$ cat src/rtl/nvm_serial_collector.sv
// nvm_serial_collector: reassembles MSB-first serial frames into {addr,data} words buffered in a FWFT FIFO.
// Define NVM_COLLECT_PARITY_EN to expect a trailing even-parity bit per frame and report mismatches.
module nvm_serial_collector #(
    parameter int DATA_W = 8,
    parameter int ADDR_W = 8,
    parameter int DEPTH  = 4
) (
    input  logic                       clk,
    input  logic                       rst,
    input  logic                       serial_in,
    input  logic                       serial_valid,
    input  logic                       frame_start,
    input  logic [ADDR_W-1:0]          address_in,
    input  logic                       out_ready,
    output logic                       out_valid,
    output logic [DATA_W-1:0]          data_out,
    output logic [ADDR_W-1:0]          addr_out,
    output logic [$clog2(DEPTH):0]     fill_level,
    output logic                       overflow,
    output logic                       frame_abort,
    output logic                       parity_err,
    input  logic                       clear_status
);
    localparam int PW = $clog2(DEPTH);
`ifdef NVM_COLLECT_PARITY_EN
    localparam int FRAME_W = DATA_W + 1;
`else
    localparam int FRAME_W = DATA_W;
`endif
    // The shifter holds every bit but the one arriving on the completing edge.
    localparam int SW = FRAME_W - 1;
    localparam int CW = $clog2(FRAME_W + 1);

    typedef enum logic {IDLE, RECV} state_t;
    state_t state, state_nx;

    logic [CW-1:0]     cnt;
    logic [SW-1:0]     shreg;
    logic [ADDR_W-1:0] addr_lat;
    logic [DATA_W-1:0] mem_data [DEPTH];
    logic [ADDR_W-1:0] mem_addr [DEPTH];
    logic [PW:0]       wr_ptr, rd_ptr, wr_nx, rd_nx;
    logic              start, abort, last, full, pop, push, perr;
    logic [DATA_W-1:0] word;

    assign start = serial_valid & frame_start;
    assign abort = start & (state == RECV);
    assign last  = (state == RECV) & serial_valid & ~frame_start & (cnt == CW'(FRAME_W - 1));
`ifdef NVM_COLLECT_PARITY_EN
    assign word = shreg;
    assign perr = ^shreg ^ serial_in;
`else
    assign word = {shreg, serial_in};
    assign perr = 1'b0;
`endif

    assign out_valid  = wr_ptr != rd_ptr;
    assign fill_level = wr_ptr - rd_ptr;
    assign full       = (wr_ptr[PW] != rd_ptr[PW]) & (wr_ptr[PW-1:0] == rd_ptr[PW-1:0]);
    assign pop        = out_valid & out_ready;
    assign push       = last & (~full | pop);
    assign wr_nx      = wr_ptr + {{PW{1'b0}}, push};
    assign rd_nx      = rd_ptr + {{PW{1'b0}}, pop};

    always_ff @(posedge clk or posedge rst) begin
        if (rst) state <= IDLE;
        else     state <= state_nx;
    end

    always_comb begin
        state_nx = state;
        state_nx = start ? RECV : last ? IDLE : state;
    end

    always_ff @(posedge clk or posedge rst) begin
        if (rst) begin
            cnt      <= '0;
            shreg    <= '0;
            addr_lat <= '0;
        end else if (start) begin
            cnt      <= CW'(1);
            shreg    <= {{(SW-1){1'b0}}, serial_in};
            addr_lat <= address_in;
        end else if (state == RECV && serial_valid) begin
            cnt      <= last ? '0 : cnt + CW'(1);
            shreg    <= {shreg[SW-2:0], serial_in};
        end
    end

    always_ff @(posedge clk) begin
        if (push) begin
            mem_data[wr_ptr[PW-1:0]] <= word;
            mem_addr[wr_ptr[PW-1:0]] <= addr_lat;
        end
    end

    // Head registers track the entry at the post-edge read pointer; a word
    // pushed into an empty (or just-drained) FIFO bypasses the memory.
    always_ff @(posedge clk or posedge rst) begin
        if (rst) begin
            wr_ptr   <= '0;
            rd_ptr   <= '0;
            data_out <= '0;
            addr_out <= '0;
        end else begin
            wr_ptr <= wr_nx;
            rd_ptr <= rd_nx;
            if (wr_nx != rd_nx) begin
                data_out <= (rd_nx == wr_ptr) ? word : mem_data[rd_nx[PW-1:0]];
                addr_out <= (rd_nx == wr_ptr) ? addr_lat : mem_addr[rd_nx[PW-1:0]];
            end
        end
    end

    always_ff @(posedge clk or posedge rst) begin
        if (rst) begin
            overflow    <= 1'b0;
            frame_abort <= 1'b0;
            parity_err  <= 1'b0;
        end else begin
            overflow    <= clear_status ? 1'b0 : overflow | (last & full & ~pop);
            frame_abort <= clear_status ? 1'b0 : frame_abort | abort;
            parity_err  <= clear_status ? 1'b0 : parity_err | (last & perr);
        end
    end
endmodule

$ cat config.mk
export PLATFORM = sky130hd
export DESIGN_NAME = nvm_serial_collector
export DESIGN_NICKNAME = d
export VERILOG_FILES = /design/src/rtl/nvm_serial_collector.sv
export SDC_FILE = /design/constraint.sdc
export NUM_CORES = 1
export LEC_CHECK = 0
export ABC_CLOCK_PERIOD_IN_PS = 5350
export BUFFER_PORTS_ARGS = -buffer_cell sky130_fd_sc_hd__buf_2
export CAP_MARGIN = 0
export CORE_MARGIN = 5
export CORE_UTILIZATION = 40
export DETAILED_ROUTE_END_ITERATION = 16
export HOLD_SLACK_MARGIN = 0.06
export MAX_ROUTING_LAYER = met4
export SYNTH_ARGS = -nofsm -noshare
export SYNTH_HDL_FRONTEND = slang
export SYNTH_SLANG_ARGS = --single-unit
$ cat constraint.sdc
create_clock -name clk -period 5.35 [get_ports clk]
set_clock_uncertainty 0.05 [all_clocks]
set_input_delay 0.2675 -clock clk [delete_from_list [all_inputs] [get_ports clk]]
set_output_delay 0.2675 -clock clk [all_outputs]
set_load 0.05 [all_outputs]
==> results.cfg, run 1 <==
[run_status]
outcome = completed

[floorplanning]
start_util = 0.403
die_h_um = 117
fp.dieArea_sq_um = 13600
fp-row-count = 39
coreArea_sq_um = 11300
ios = 38
die_x_um = 117

[worst_setup_path]
critPathCaptureType = register
cp_data_arrival_time_ns = 4.08
cp_max_fo = 16
cp.required_ns = 5.52
start_kind = register
critPathKind = reg -> reg

[finish]
final_common_cell = edfxtp_1
drive_gt1_frac = 0.321
area_growth_pct = 12.9
layout.cells.most_common_list = 64 x edfxtp_1, 44 x dfrtp_1, 36 x buf_2
final_area_sq_um = 5130
fin_util = 0.455
nets = 308
diodes = 0

[synth]
synth_cells = 247
synthTopCellsByArea = edfxtp_1 42%, dfrtp_1 24%, mux4_1 5.8%, mux2_2 5.2%, mux2_4 3.3%
yosysWarnings = 0
yosysSeqAreaShare = 0.665
synth_top_area_cell = edfxtp_1
syn-num-nets = 270
async_flop_share = 0.407
synth_edf_count = 64
netlist_area_sq_um = 4550
ys_seq_elements = 108
ys_types = 40
synth_flop_cell = edfxtp_1
yosysTopAreaCellShare = 0.423
syn_avg_cell_area_sq_um = 18.4

[timing]
fin_setup_tns_ns = 0
setup_viol = 0
slew_violations = 0
finalHoldViolCount = 0
min_period_over_period = 0.730
whs_ns = 0.107
relSlewSlack = 0.327
fin_crit_ns = 3.91
rsz0062_at_grt = no
worstMarginPinSlew_ns = 1.01
fmax_mhz = 256
setup_ws_ns = 1.44

[placement]
place_ws_ns = 1.40
portBuffers = 36
dpl_cell_area_sq_um = 4860
hpwl_um = 4820
place.gp.congestion = 0.745

[detailed_routing]
wl_um = 8120
firstDrtPassIters = 7
drtIter0Drc = 104
vias = 2229
vias_per_cell = 5.15
wl_per_cell_um = 18.8
drc = 0
ant_nets = 0

[cts]
clk_latency_ns = 0.34
path_clk_slew_ns = 0.07
cts-root-buf = clkbuf_16
cts_resized = 0
cts_tree = done
cts-htree-levels = 3
cts_buffers = 9
clock-sinks = 108
hold_buffers = 1
clk_path_buf_depth = 2
postCtsSetupRepairBufs = 0

[global_routing]
grt_pass1_vias = 2445
track_usage = 0.136
grt_max_degree = 45
grt_pass1_wl_um = 13300
antenna_found_initial = 0
globalRouteOverflowTotal = 0

[power]
p_per_area_nw_per_um2 = 594
peakVddDrop_uv = 568
p_leak_nw = 2.08
power.internal_w = 0.00194
switchingPower_w = 0.00111
pwr-share-seq = 0.355
p_comb_frac = 0.449
p_clk_frac = 0.195
sw_frac_of_total = 0.363

[worst_hold_path]
hold_class = in -> reg

[job]
cap_violations = 0
## worst max-delay path: stages, from the launching register on
cell	delay, ns
dfrtp_1	0.52
inv_1	0.19
ha_1	0.36
nand2_1	0.05
nor3_1	0.18
nand2b_1	0.41
inv_1	0.10
ha_1	0.20
ha_1	0.19
xor2_1	0.16
xor2_1	0.14
or3_1	0.78
mux2_4	0.45
## power groups by stage
| stage | Clock, W | Sequential [W] | Combinational [W] |
|---|---|---|---|
| 3_5_place_dp | 0 | 0.00110 | 0.00139 |
| 6_report | 0.000596 | 0.00108 | 0.00137 |
| 3_3_place_gp | 0 | 0.00110 | 0.00138 |
| 4_1_cts | 0.000616 | 0.00109 | 0.00140 |
| 5_1_grt | 0.000644 | 0.00110 | 0.00147 |
| 2_1_floorplan | 0 | 0.00129 | 0.000993 |
## through the flow
| step | power [W] | instances |
|---|---|---|
| 6_report | 0.00305 | 433 |
| 5_1_grt | 0.00322 | 433 |
| 4_1_cts | 0.00310 | 433 |
| 3_5_place_dp | 0.00249 | 416 |
| 3_3_place_gp | 0.00248 | 416 |
| 2_1_floorplan | 0.00229 | 247 |
## area by class of cell
type / count / area (sq um)
well taps: 143 / 179
clock inverters: 5 / 28.8
inverters: 9 / 33.8
fillers: 992 / 6140
multi-input cells: 118 / 1430
repair buffers: 39 / 205
flip-flops and latches: 108 / 3020
clock buffers: 11 / 233
## worst paths after layout
path	from	to	slack, ns	cells after the start
setup reg to reg	wr_ptr[0]	data_out[1]	1.44	12
setup / recovery	wr_ptr[0]	data_out[1]	1.44	12
max in group asynchronous	rst	shreg[3]	4.52	2
hold reg to reg	overflow	overflow	0.45	2
min in group asynchronous	rst	addr_out[0]	0.12	2
hold / removal	address_in[4]	addr_lat[4]	0.11	2
## cells by family after synthesis
logic type	share of synthesized area
DFF	0.665
AOI/OAI and AO/OA	0.0245
other	0.000825
buffers and inverters	0.0306
adders and majority gates	0.0237
muxes	0.200
xor gates and xnor gates	0.0226
and+or+nand+nor	0.0333
## state kept, by name, summed over array words and instances, names as in the netlist
name	cells
mem_data	32
state	1
mem_addr	32
addr_lat	8
shreg	7
overflow	1
data_out	8
rd_ptr	3
frame_abort	1
cnt	4
addr_out	8
wr_ptr	3
## layer usage
metal / track usage / vias to the layer above / share of wire
met5: - / - / 0
met4: 0.0505 / 0 / 0.016
met3: 0.0347 / 12 / 0.042
met2: 0.217 / 46 / 0.50
met1: 0.169 / 1149 / 0.44
li1: - / 1022 / -
## synthesized netlist by cell type (4+ instances only)
| cell | count |
|---|---|
| edfxtp_1 | 64 |
| dfrtp_1 | 44 |
| mux2_2 | 21 |
| mux2_1 | 10 |
| mux2_4 | 10 |
| mux4_1 | 10 |
| inv_1 | 9 |
| ha_1 | 7 |
| xor2_1 | 7 |
| a22o_1 | 6 |
| mux4_2 | 6 |
| clkbuf_1 | 5 |
| nor3_1 | 5 |
| nand2_1 | 4 |
Power figures use the tool's default switching activity.
==> run 2, diff against run 1 <==
Settings changed: ABC_AREA set to 1, ABC_CLOCK_PERIOD_IN_PS 5350 to 4000.
Clock period 5.35 ns to 4 ns, I/O delays scaled along.
==> results.cfg, run 2 <==
[detailed_routing]
firstDrtPassIters = 4
wl_per_cell_um = 16.3
vias = 3324
ant_nets = 0
drc = 0
vias_per_cell = 5.07
wl_um = 10700
drtIter0Drc = 329

[timing]
fin_setup_tns_ns = 0
min_period_over_period = 0.779
rsz0062_at_grt = no
setup_viol = 0
slew_violations = 0
fin_crit_ns = 3.11
whs_ns = 0.0245
relSlewSlack = 0.350
finalHoldViolCount = 0
worstMarginPinSlew_ns = 0.973
fmax_mhz = 321

[power]
p_leak_nw = 2.42
peakVddDrop_uv = 1030
p_per_area_nw_per_um2 = 886

[finish]
final_common_cell = nand2_1
area_growth_pct = 15.2
final_area_sq_um = 5470
drive_gt1_frac = 0.162
nets = 530
diodes = 0
layout.cells.most_common_list = 156 x nand2_1, 86 x nand3_1, 64 x edfxtp_1
fin_cells = 655

[global_routing]
antenna_found_initial = 0
globalRouteOverflowTotal = 0
grt_pass1_wl_um = 17500
grt_max_degree = 45
grt_pass1_vias = 3289
track_usage = 0.164

[synth]
synth_cells = 466
synth_top_area_cell = edfxtp_1
ys_types = 31
netlist_area_sq_um = 4750
synthTopCellsByArea = edfxtp_1 40%, dfrtp_1 23%, nand2_1 12%, nand3_1 9.1%, inv_1 2.5%
synth_flop_cell = edfxtp_1
syn-num-nets = 489
synth_common_cells = 156 x nand2_1, 86 x nand3_1, 64 x edfxtp_1
yosysSeqAreaShare = 0.637
async_flop_share = 0.407
yosysMostFrequentCell = nand2_1
yosysWarnings = 0
yosysTopAreaCellShare = 0.405
ys_seq_elements = 108
syn_avg_cell_area_sq_um = 10.2
synth_edf_count = 64

[placement]
portBuffers = 36
dpl_cell_area_sq_um = 5040
place.gp.congestion = 0.798
dp_cells = 630
hpwl_um = 6830

[cts]
postCtsSetupRepairBufs = 0
clock-sinks = 108
clk_latency_ns = 0.35
cts_buffers = 9
cts-htree-levels = 3
clk_path_buf_depth = 2
path_clk_slew_ns = 0.07
cts_tree = done
cts_resized = 0
cts-root-buf = clkbuf_16
hold_buffers = 9

[floorplanning]
start_util = 0.412
die_h_um = 119
die_x_um = 119
coreArea_sq_um = 11500
fp.dieArea_sq_um = 14200
fp-row-count = 39
ios = 38

[worst_setup_path]
cp_data_arrival_time_ns = 3.30
start_kind = register
critPathCaptureType = register
cp_max_fo = 34
cp.required_ns = 4.19
critPathKind = reg -> reg

[job]
cap_violations = 0

[run_status]
outcome = completed

[worst_hold_path]
hold_class = in -> async
==> run 2: path summary, 6_finish.rpt <==
kind                           start        endpoint  slack, ns  cells after the start
setup / recovery           wr_ptr[0]     data_out[7]       0.89                     13
hold / removal                   rst     addr_lat[5]       0.02                      2
setup reg to reg           wr_ptr[0]     data_out[7]       0.89                     13
hold reg to reg             overflow        overflow       0.45                      2
max in group asynchronous        rst     data_out[6]       3.27                      2
min in group clk           serial_in  mem_data[3][0]       0.08                      1
==> run 2: logic make-up after synthesis <==
family	count (synthesis)	share of synthesized area
simple gates	269	0.255
flops	108	0.637
buf+inv	59	0.0585
compound gates	19	0.0224
fa+ha+maj	8	0.0227
xor+xnor	2	0.00369
other cells	1	0.000790
==> run 2: cell type report <==
| cell class | count | area, sq um |
|---|---|---|
| sequential | 108 | 3020 |
| tap | 143 | 179 |
| timing repair buffer | 51 | 315 |
| multi-input combinational | 299 | 1470 |
| inverter | 38 | 145 |
| fill | 1070 | 6050 |
| clock buffer | 10 | 229 |
| clock inverter | 6 | 111 |
==> run 2: power breakdown <==
group	total, W	switching (W)	internal (W)
logic	0.00236	0.00172	0.000635
registers	0.00148	0.000128	0.00135
clock network	0.00101	0.000396	0.000614
==> run 2: through the flow <==
stage | util | total power [W] | setup slack [ns]
global route | 0.475 | 0.00517 | 0.615
global placement | 0.438 | 0.00381 | 1.00
detailed placement | 0.438 | 0.00386 | 0.917
floorplan | - | 0.00335 | 1.33
finish | 0.475 | 0.00485 | 0.885
CTS | 0.475 | 0.00489 | 0.873
==> run 2: critical path, stage by stage (launching register included) <==
cell and delay (ns):
dfrtp_1 0.44, inv_1 0.13, ha_1 0.31, nand2_1 0.05, inv_1 0.08, a21oi_1 0.07
ha_1 0.50, inv_2 0.35, nand2_1 0.14, nand2_1 0.13, nor2_8 0.25, nand3_4 0.24
nand3_1 0.17, nand2_1 0.07
==> run 2: per-layer routing <==
layer  track usage  wire [um]  vias to the layer above  part of all wire
met1         0.211       4740                     1605              0.44
met3        0.0270        534                       11             0.050
met5             -          0                        -                 0
met2         0.264       5290                       75              0.49
met4        0.0608        133                        0             0.012
li1              -          -                     1633                 -
